## config.mk

```make
export PLATFORM = sky130hd
export DESIGN_NAME = hazard_stall_ctrl_flat
export DESIGN_NICKNAME = d
export VERILOG_FILES = /design/src/rtl/hazard_stall_ctrl_if.sv /design/src/rtl/hazard_stall_ctrl.sv /design/src/flat_wrapper.sv
export SDC_FILE = /design/constraint.sdc
export NUM_CORES = 1
export LEC_CHECK = 0
export ABC_AREA = 1
export CORE_MARGIN = 2
export CORE_UTILIZATION = 51
export CTS_CLUSTER_DIAMETER = 80
export CTS_CLUSTER_SIZE = 8
export DETAILED_ROUTE_END_ITERATION = 12
export GPL_ROUTABILITY_DRIVEN = 0
export GPL_TIMING_DRIVEN = 0
export PLACE_DENSITY = 0.86
export REMOVE_ABC_BUFFERS = 1
export SETUP_SLACK_MARGIN = 0.05
export SKIP_LAST_GASP = 1
export SYNTH_ARGS = -nofsm -noshare
export SYNTH_HDL_FRONTEND = slang
export SYNTH_SLANG_ARGS = --single-unit
```

## constraint.sdc

```tcl
create_clock -name clk -period 3 [get_ports clk]
set_input_delay 0.75 -clock clk [delete_from_list [all_inputs] [get_ports clk]]
set_output_delay 0.75 -clock clk [all_outputs]
set_load 0.005 [all_outputs]
```

## src/rtl/hazard_stall_ctrl_if.sv

```systemverilog
// Hazard/stall controller bundle: D/E/M stage hazard inputs
// and the stall, flush, MDU busy and performance outputs.
interface hazard_stall_ctrl_if;
    logic [4:0]  rsD;
    logic [4:0]  rtD;
    logic [1:0]  tuseRsD;
    logic [1:0]  tuseRtD;
    logic        regWriteE;
    logic [4:0]  regAddrE;
    logic [1:0]  tnewE;
    logic        regWriteM;
    logic [4:0]  regAddrM;
    logic [1:0]  tnewM;
    logic        mduUseD;
    logic        mduStartE;
    logic        mduIsDivE;
    logic        stallF;
    logic        stallD;
    logic        flushE;
    logic        mduBusy;
    logic [31:0] stallCount;

    modport master (
        output rsD, rtD, tuseRsD, tuseRtD,
        output regWriteE, regAddrE, tnewE,
        output regWriteM, regAddrM, tnewM,
        output mduUseD, mduStartE, mduIsDivE,
        input  stallF, stallD, flushE,
        input  mduBusy, stallCount
    );

    modport slave (
        input  rsD, rtD, tuseRsD, tuseRtD,
        input  regWriteE, regAddrE, tnewE,
        input  regWriteM, regAddrM, tnewM,
        input  mduUseD, mduStartE, mduIsDivE,
        output stallF, stallD, flushE,
        output mduBusy, stallCount
    );
endinterface

```

## src/rtl/hazard_stall_ctrl.sv

```systemverilog
// Tuse/Tnew data-hazard and MDU-busy stall controller for the
// 5-stage MIPS pipeline, with a saturating stalled-cycle counter.
module hazard_stall_ctrl #(
    parameter int MULT_CYCLES = 5,
    parameter int DIV_CYCLES  = 10,
    parameter int CNT_W       = 4
) (
    input  logic                clk,
    input  logic                reset,
    hazard_stall_ctrl_if.slave  bus
);

    logic [CNT_W-1:0] r_mdu_cnt;
    logic [31:0]      r_stall_cnt;
    logic             w_rs_e;
    logic             w_rs_m;
    logic             w_rt_e;
    logic             w_rt_m;
    logic             w_data_stall;
    logic             w_mdu_busy;
    logic             w_mdu_stall;
    logic             w_stall;

    // Source/destination match where the value is needed
    // before the producing stage can deliver it.
    always_comb begin
        w_rs_e = bus.regWriteE
              && (bus.rsD != 5'd0)
              && (bus.tuseRsD != 2'd3)
              && (bus.rsD == bus.regAddrE)
              && (bus.tuseRsD < bus.tnewE);
        w_rs_m = bus.regWriteM
              && (bus.rsD != 5'd0)
              && (bus.tuseRsD != 2'd3)
              && (bus.rsD == bus.regAddrM)
              && (bus.tuseRsD < bus.tnewM);
        w_rt_e = bus.regWriteE
              && (bus.rtD != 5'd0)
              && (bus.tuseRtD != 2'd3)
              && (bus.rtD == bus.regAddrE)
              && (bus.tuseRtD < bus.tnewE);
        w_rt_m = bus.regWriteM
              && (bus.rtD != 5'd0)
              && (bus.tuseRtD != 2'd3)
              && (bus.rtD == bus.regAddrM)
              && (bus.tuseRtD < bus.tnewM);
        w_data_stall = w_rs_e || w_rs_m
                    || w_rt_e || w_rt_m;
    end

    assign w_mdu_busy  = (r_mdu_cnt != '0);
    assign w_mdu_stall = bus.mduUseD
                      && (w_mdu_busy || bus.mduStartE);
    // Outputs are forced low while reset is held.
    assign w_stall     = reset
                      && (w_data_stall || w_mdu_stall);

    // MDU busy window: load on start (restart if busy),
    // then count down to zero and hold.
    always_ff @(posedge clk or negedge reset) begin
        if (!reset) begin
            r_mdu_cnt <= '0;
        end else if (bus.mduStartE) begin
            r_mdu_cnt <= bus.mduIsDivE
                       ? CNT_W'(DIV_CYCLES)
                       : CNT_W'(MULT_CYCLES);
        end else if (w_mdu_busy) begin
            r_mdu_cnt <= r_mdu_cnt - 1'b1;
        end
    end

    // Saturating count of stalled cycles.
    always_ff @(posedge clk or negedge reset) begin
        if (!reset) begin
            r_stall_cnt <= '0;
        end else if (w_stall && (r_stall_cnt != '1)) begin
            r_stall_cnt <= r_stall_cnt + 32'd1;
        end
    end

    assign bus.stallF     = w_stall;
    assign bus.stallD     = w_stall;
    assign bus.flushE     = w_stall;
    assign bus.mduBusy    = w_mdu_busy;
    assign bus.stallCount = r_stall_cnt;

endmodule

```

## src/flat_wrapper.sv

```systemverilog
// flat-port wrapper written by rule: the top's interface ports become plain ports
module hazard_stall_ctrl_flat 
#(
    parameter int MULT_CYCLES = 5,
    parameter int DIV_CYCLES  = 10,
    parameter int CNT_W       = 4
)
  (clk, reset, bus_rsD, bus_rtD, bus_tuseRsD, bus_tuseRtD, bus_regWriteE, bus_regAddrE, bus_tnewE, bus_regWriteM, bus_regAddrM, bus_tnewM, bus_mduUseD, bus_mduStartE, bus_mduIsDivE, bus_stallF, bus_stallD, bus_flushE, bus_mduBusy, bus_stallCount);
  hazard_stall_ctrl_if bus_i ();
  input  logic clk;
  input  logic reset;
  input wire logic [$bits(bus_i.rsD)-1:0] bus_rsD;
  input wire logic [$bits(bus_i.rtD)-1:0] bus_rtD;
  input wire logic [$bits(bus_i.tuseRsD)-1:0] bus_tuseRsD;
  input wire logic [$bits(bus_i.tuseRtD)-1:0] bus_tuseRtD;
  input wire logic [$bits(bus_i.regWriteE)-1:0] bus_regWriteE;
  input wire logic [$bits(bus_i.regAddrE)-1:0] bus_regAddrE;
  input wire logic [$bits(bus_i.tnewE)-1:0] bus_tnewE;
  input wire logic [$bits(bus_i.regWriteM)-1:0] bus_regWriteM;
  input wire logic [$bits(bus_i.regAddrM)-1:0] bus_regAddrM;
  input wire logic [$bits(bus_i.tnewM)-1:0] bus_tnewM;
  input wire logic [$bits(bus_i.mduUseD)-1:0] bus_mduUseD;
  input wire logic [$bits(bus_i.mduStartE)-1:0] bus_mduStartE;
  input wire logic [$bits(bus_i.mduIsDivE)-1:0] bus_mduIsDivE;
  output wire logic [$bits(bus_i.stallF)-1:0] bus_stallF;
  output wire logic [$bits(bus_i.stallD)-1:0] bus_stallD;
  output wire logic [$bits(bus_i.flushE)-1:0] bus_flushE;
  output wire logic [$bits(bus_i.mduBusy)-1:0] bus_mduBusy;
  output wire logic [$bits(bus_i.stallCount)-1:0] bus_stallCount;
  assign bus_i.rsD = bus_rsD;
  assign bus_i.rtD = bus_rtD;
  assign bus_i.tuseRsD = bus_tuseRsD;
  assign bus_i.tuseRtD = bus_tuseRtD;
  assign bus_i.regWriteE = bus_regWriteE;
  assign bus_i.regAddrE = bus_regAddrE;
  assign bus_i.tnewE = bus_tnewE;
  assign bus_i.regWriteM = bus_regWriteM;
  assign bus_i.regAddrM = bus_regAddrM;
  assign bus_i.tnewM = bus_tnewM;
  assign bus_i.mduUseD = bus_mduUseD;
  assign bus_i.mduStartE = bus_mduStartE;
  assign bus_i.mduIsDivE = bus_mduIsDivE;
  assign bus_stallF = bus_i.stallF;
  assign bus_stallD = bus_i.stallD;
  assign bus_flushE = bus_i.flushE;
  assign bus_mduBusy = bus_i.mduBusy;
  assign bus_stallCount = bus_i.stallCount;
  hazard_stall_ctrl #(.MULT_CYCLES(MULT_CYCLES), .DIV_CYCLES(DIV_CYCLES), .CNT_W(CNT_W)) u_core (.clk(clk), .reset(reset), .bus(bus_i));
endmodule
```

==> out/metrics.cfg <==
[place]
hpwl_um = 5900
place_ws_ps = -1020
port_buffers = 70

[drt]
drt_iter0_drc = 306
ant_nets = 0
firstDrtPassIters = 8
route.detailed.drc = 0
via_per_inst = 5.52
wl_per_cell_um = 13.4
dr_total_vias = 3392
routed_wl_um = 8240

[die]
dieArea_um2 = 6460
start_util = 0.534
die_x_um = 80.4
core_area_um2 = 5570
ios = 71
fp.dieH_um = 80.4
fp-row-count = 27

[final_layout]
antennaDiodeCount = 0
fillers = 481
multi_input_area_um2 = 1840
seq_area_um2 = 901
areaGrowthSynthToFinish_pct = 29.3
nets = 584
post-route-util = 0.691
drive_gt1_frac = 0.0609

[critical_path]
worstPathRequired_ps = 2250
cp.arrival_ps = 2100
rrSetupSlack_ps = 170
r2r_end = u_core.bus.stallCount[31]$_DFFE_PN0P_
path_common_cell = nand2_1
rr_worst_depth = 9
startpoint_type = primary input
end_kind = output port
slowest_stage = clkdlybuf4s50_1
critPathKind = in2out
crit_path_cell_trace = clkdlybuf4s50_1 > inv_1 > nand2_1 > nand3_1 > nor2_1 > nand2_1 > nand2_1 > nand2_2 > nand3_4 > nand2_2 > inv_2 > buf_2
max_stage_delay_ps = 520
cp_max_fo = 3
timing.critical_path.buf_inv = 4
crit_family = buffers and inverters
timing.rr.start = u_core.bus.stallCount[0]$_DFFE_PN0P_

[synthesis]
netlist_instances = 474
ys_types = 26
seq_area_frac_synth = 0.303
ys_warn_count = 0
ys_ff_latch = 36
synthTopCellsByCount = nand2_1, nor2_1, inv_1
synth-edff-count = 0
syn_area_um2 = 2980
yosysTopAreaCell = dfrtp_1
synth_most_common_cell = nand2_1
syn_area_per_cell_um2 = 6.28
yosys.area.top_type_share = 0.303
async_flop_share = 1.00
synthTopCellsByArea = dfrtp_1, nand2_1, nand4_1
synth_ff_type = dfrtp_1

[worst_hold_path]
hold_class = in2async

[global_route]
grt_pass1_wl_um = 13000
grt_antenna_before_repair = 0
grt_max_degree = 39
grt_use_total = 0.253
first_global_vias = 3051
grt_overflow_total = 0

[timing]
report.final.slew_viol_count = 0
hold_viol_final = 0
fmax_mhz = 351
finalWorstSetupSlack_ps = 148
clock_skew_ps = 9.18
rsz0062_at_grt = true
slew_headroom = 0.510
worstMarginPinSlew_ps = 734
period_share = 0.951
fin_crit_ps = 2850
holdWs_ps = 497
setup_tns_ps = 0
setup_violations = 0

[clocking]
clk_pin_slew_ps = 70
clockRootBuffer = clkbuf_8
ctsHoldBuffers = 0
cts_buffers = 5
tritoncts = yes
clkSinkCount = 36
insertion_delay_ps = 290
htree_levels = 2
cts_buffer_depth = 2

[pwr]
power.density_nw_per_um2 = 326
p_leak_nw = 1.97
ir_drop_mv = 0.218

[run]
cap_violations = 0

[run_status]
outcome = finished, final reports clean

==> where the power goes <==
part	total [mW]	leakage (nW)	switching (mW)	internal, mW
combinational	0.346	1.44	0.178	0.168
sequential	0.581	0.489	0.0594	0.522
clock	0.327	0.0410	0.169	0.158
total	1.25	1.97	0.406	0.848
==> registers in the layout, indices dropped and copies added, names as in the netlist <==
register / flops
u_core.bus.stallCount: 32
u_core.r_mdu_cnt: 4
==> layer usage <==
layer / global-route usage / share of wire / vias to the layer above
met5: 0 / 0 / -
li1: - / - / 1640
met3: 0.0506 / 0.088 / 20
met4: 0.0661 / 0.021 / 0
met2: 0.438 / 0.48 / 161
met1: 0.323 / 0.41 / 1571
==> stage by stage <==
stage / instance area, um^2 / total power [mW] / instances
4_1_cts: 3800 / 1.26 / 613
6_report: 3850 / 1.25 / 614
3_3_place_gp: 3680 / 0.906 / 601
3_5_place_dp: 3690 / 0.921 / 602
2_1_floorplan: 2890 / 0.737 / 459
5_1_grt: 3850 / 1.32 / 614
==> placed cells by master, fill, tap and decap left out, drive strengths merged <==
cell	n
clkdlybuf4s50	52
a2bb2oi	1
buf	8
nand3	22
nor2	59
a21boi	3
dlygate4sd2	4
a21oi	2
nand4	37
xnor2	10
nand2	192
dlymetal6s2s	10
o21ai	4
nor3	12
o22ai	1
ha	7
and2	1
nand3b	3
inv	52
and3	1
clkinv	1
xor2	17
dfrtp	36
clkbuf	6
o31ai	1
==> how the worst max path moves through the flow <==
stage,cells past startpoint,end,slack (ps),from
final,12,bus_stallD,150,bus_rtD[2]
after global routing,9,u_core.bus.stallCount[27]$_DFFE_PN0P_,-4,u_core.bus.stallCount[0]$_DFFE_PN0P_
after CTS,9,u_core.bus.stallCount[10]$_DFFE_PN0P_,60,u_core.bus.stallCount[0]$_DFFE_PN0P_
after detailed placement,12,bus_stallD,-1020,bus_tnewE[1]
after global placement,4,u_core.bus.stallCount[29]$_DFFE_PN0P_,-1720,reset
after floorplan,10,bus_flushE,190,bus_tnewE[1]
==> area by class of cell <==
type / instances / area share
timing repair buffer: 74 / 0.193
tap: 72 / 0.0234
sequential: 36 / 0.234
inverter: 52 / 0.0507
clock inverter: 1 / 0.00130
clock buffer: 6 / 0.0188
multi-input combinational: 373 / 0.479
==> logic make-up after synthesis <==
| group | after synthesis | share of synthesized area |
|---|---|---|
| simple gates | 325 | 0.467 |
| fa+ha+maj | 7 | 0.0294 |
| buf+inv | 67 | 0.0958 |
| compound gates | 12 | 0.0252 |
| xor+xnor | 27 | 0.0794 |
| flops | 36 | 0.303 |
==> worst reg2reg max path: cells and delay by family (launching register included) <==
family | cells | cell delay (ps)
AND/OR/NAND/NOR | 8 | 2030
flip-flops | 1 | 460
adder cells (fa/ha/maj) | 1 | 300
==> what timing repair did <==
item	in CTS	in global routing
pin swaps	9	3
gates cloned	1	1
buffers inserted	3	0
resized for setup	26	17
endpoints found under the setup margin	34	34
Note: power is estimated with default switching activity, not from simulation.
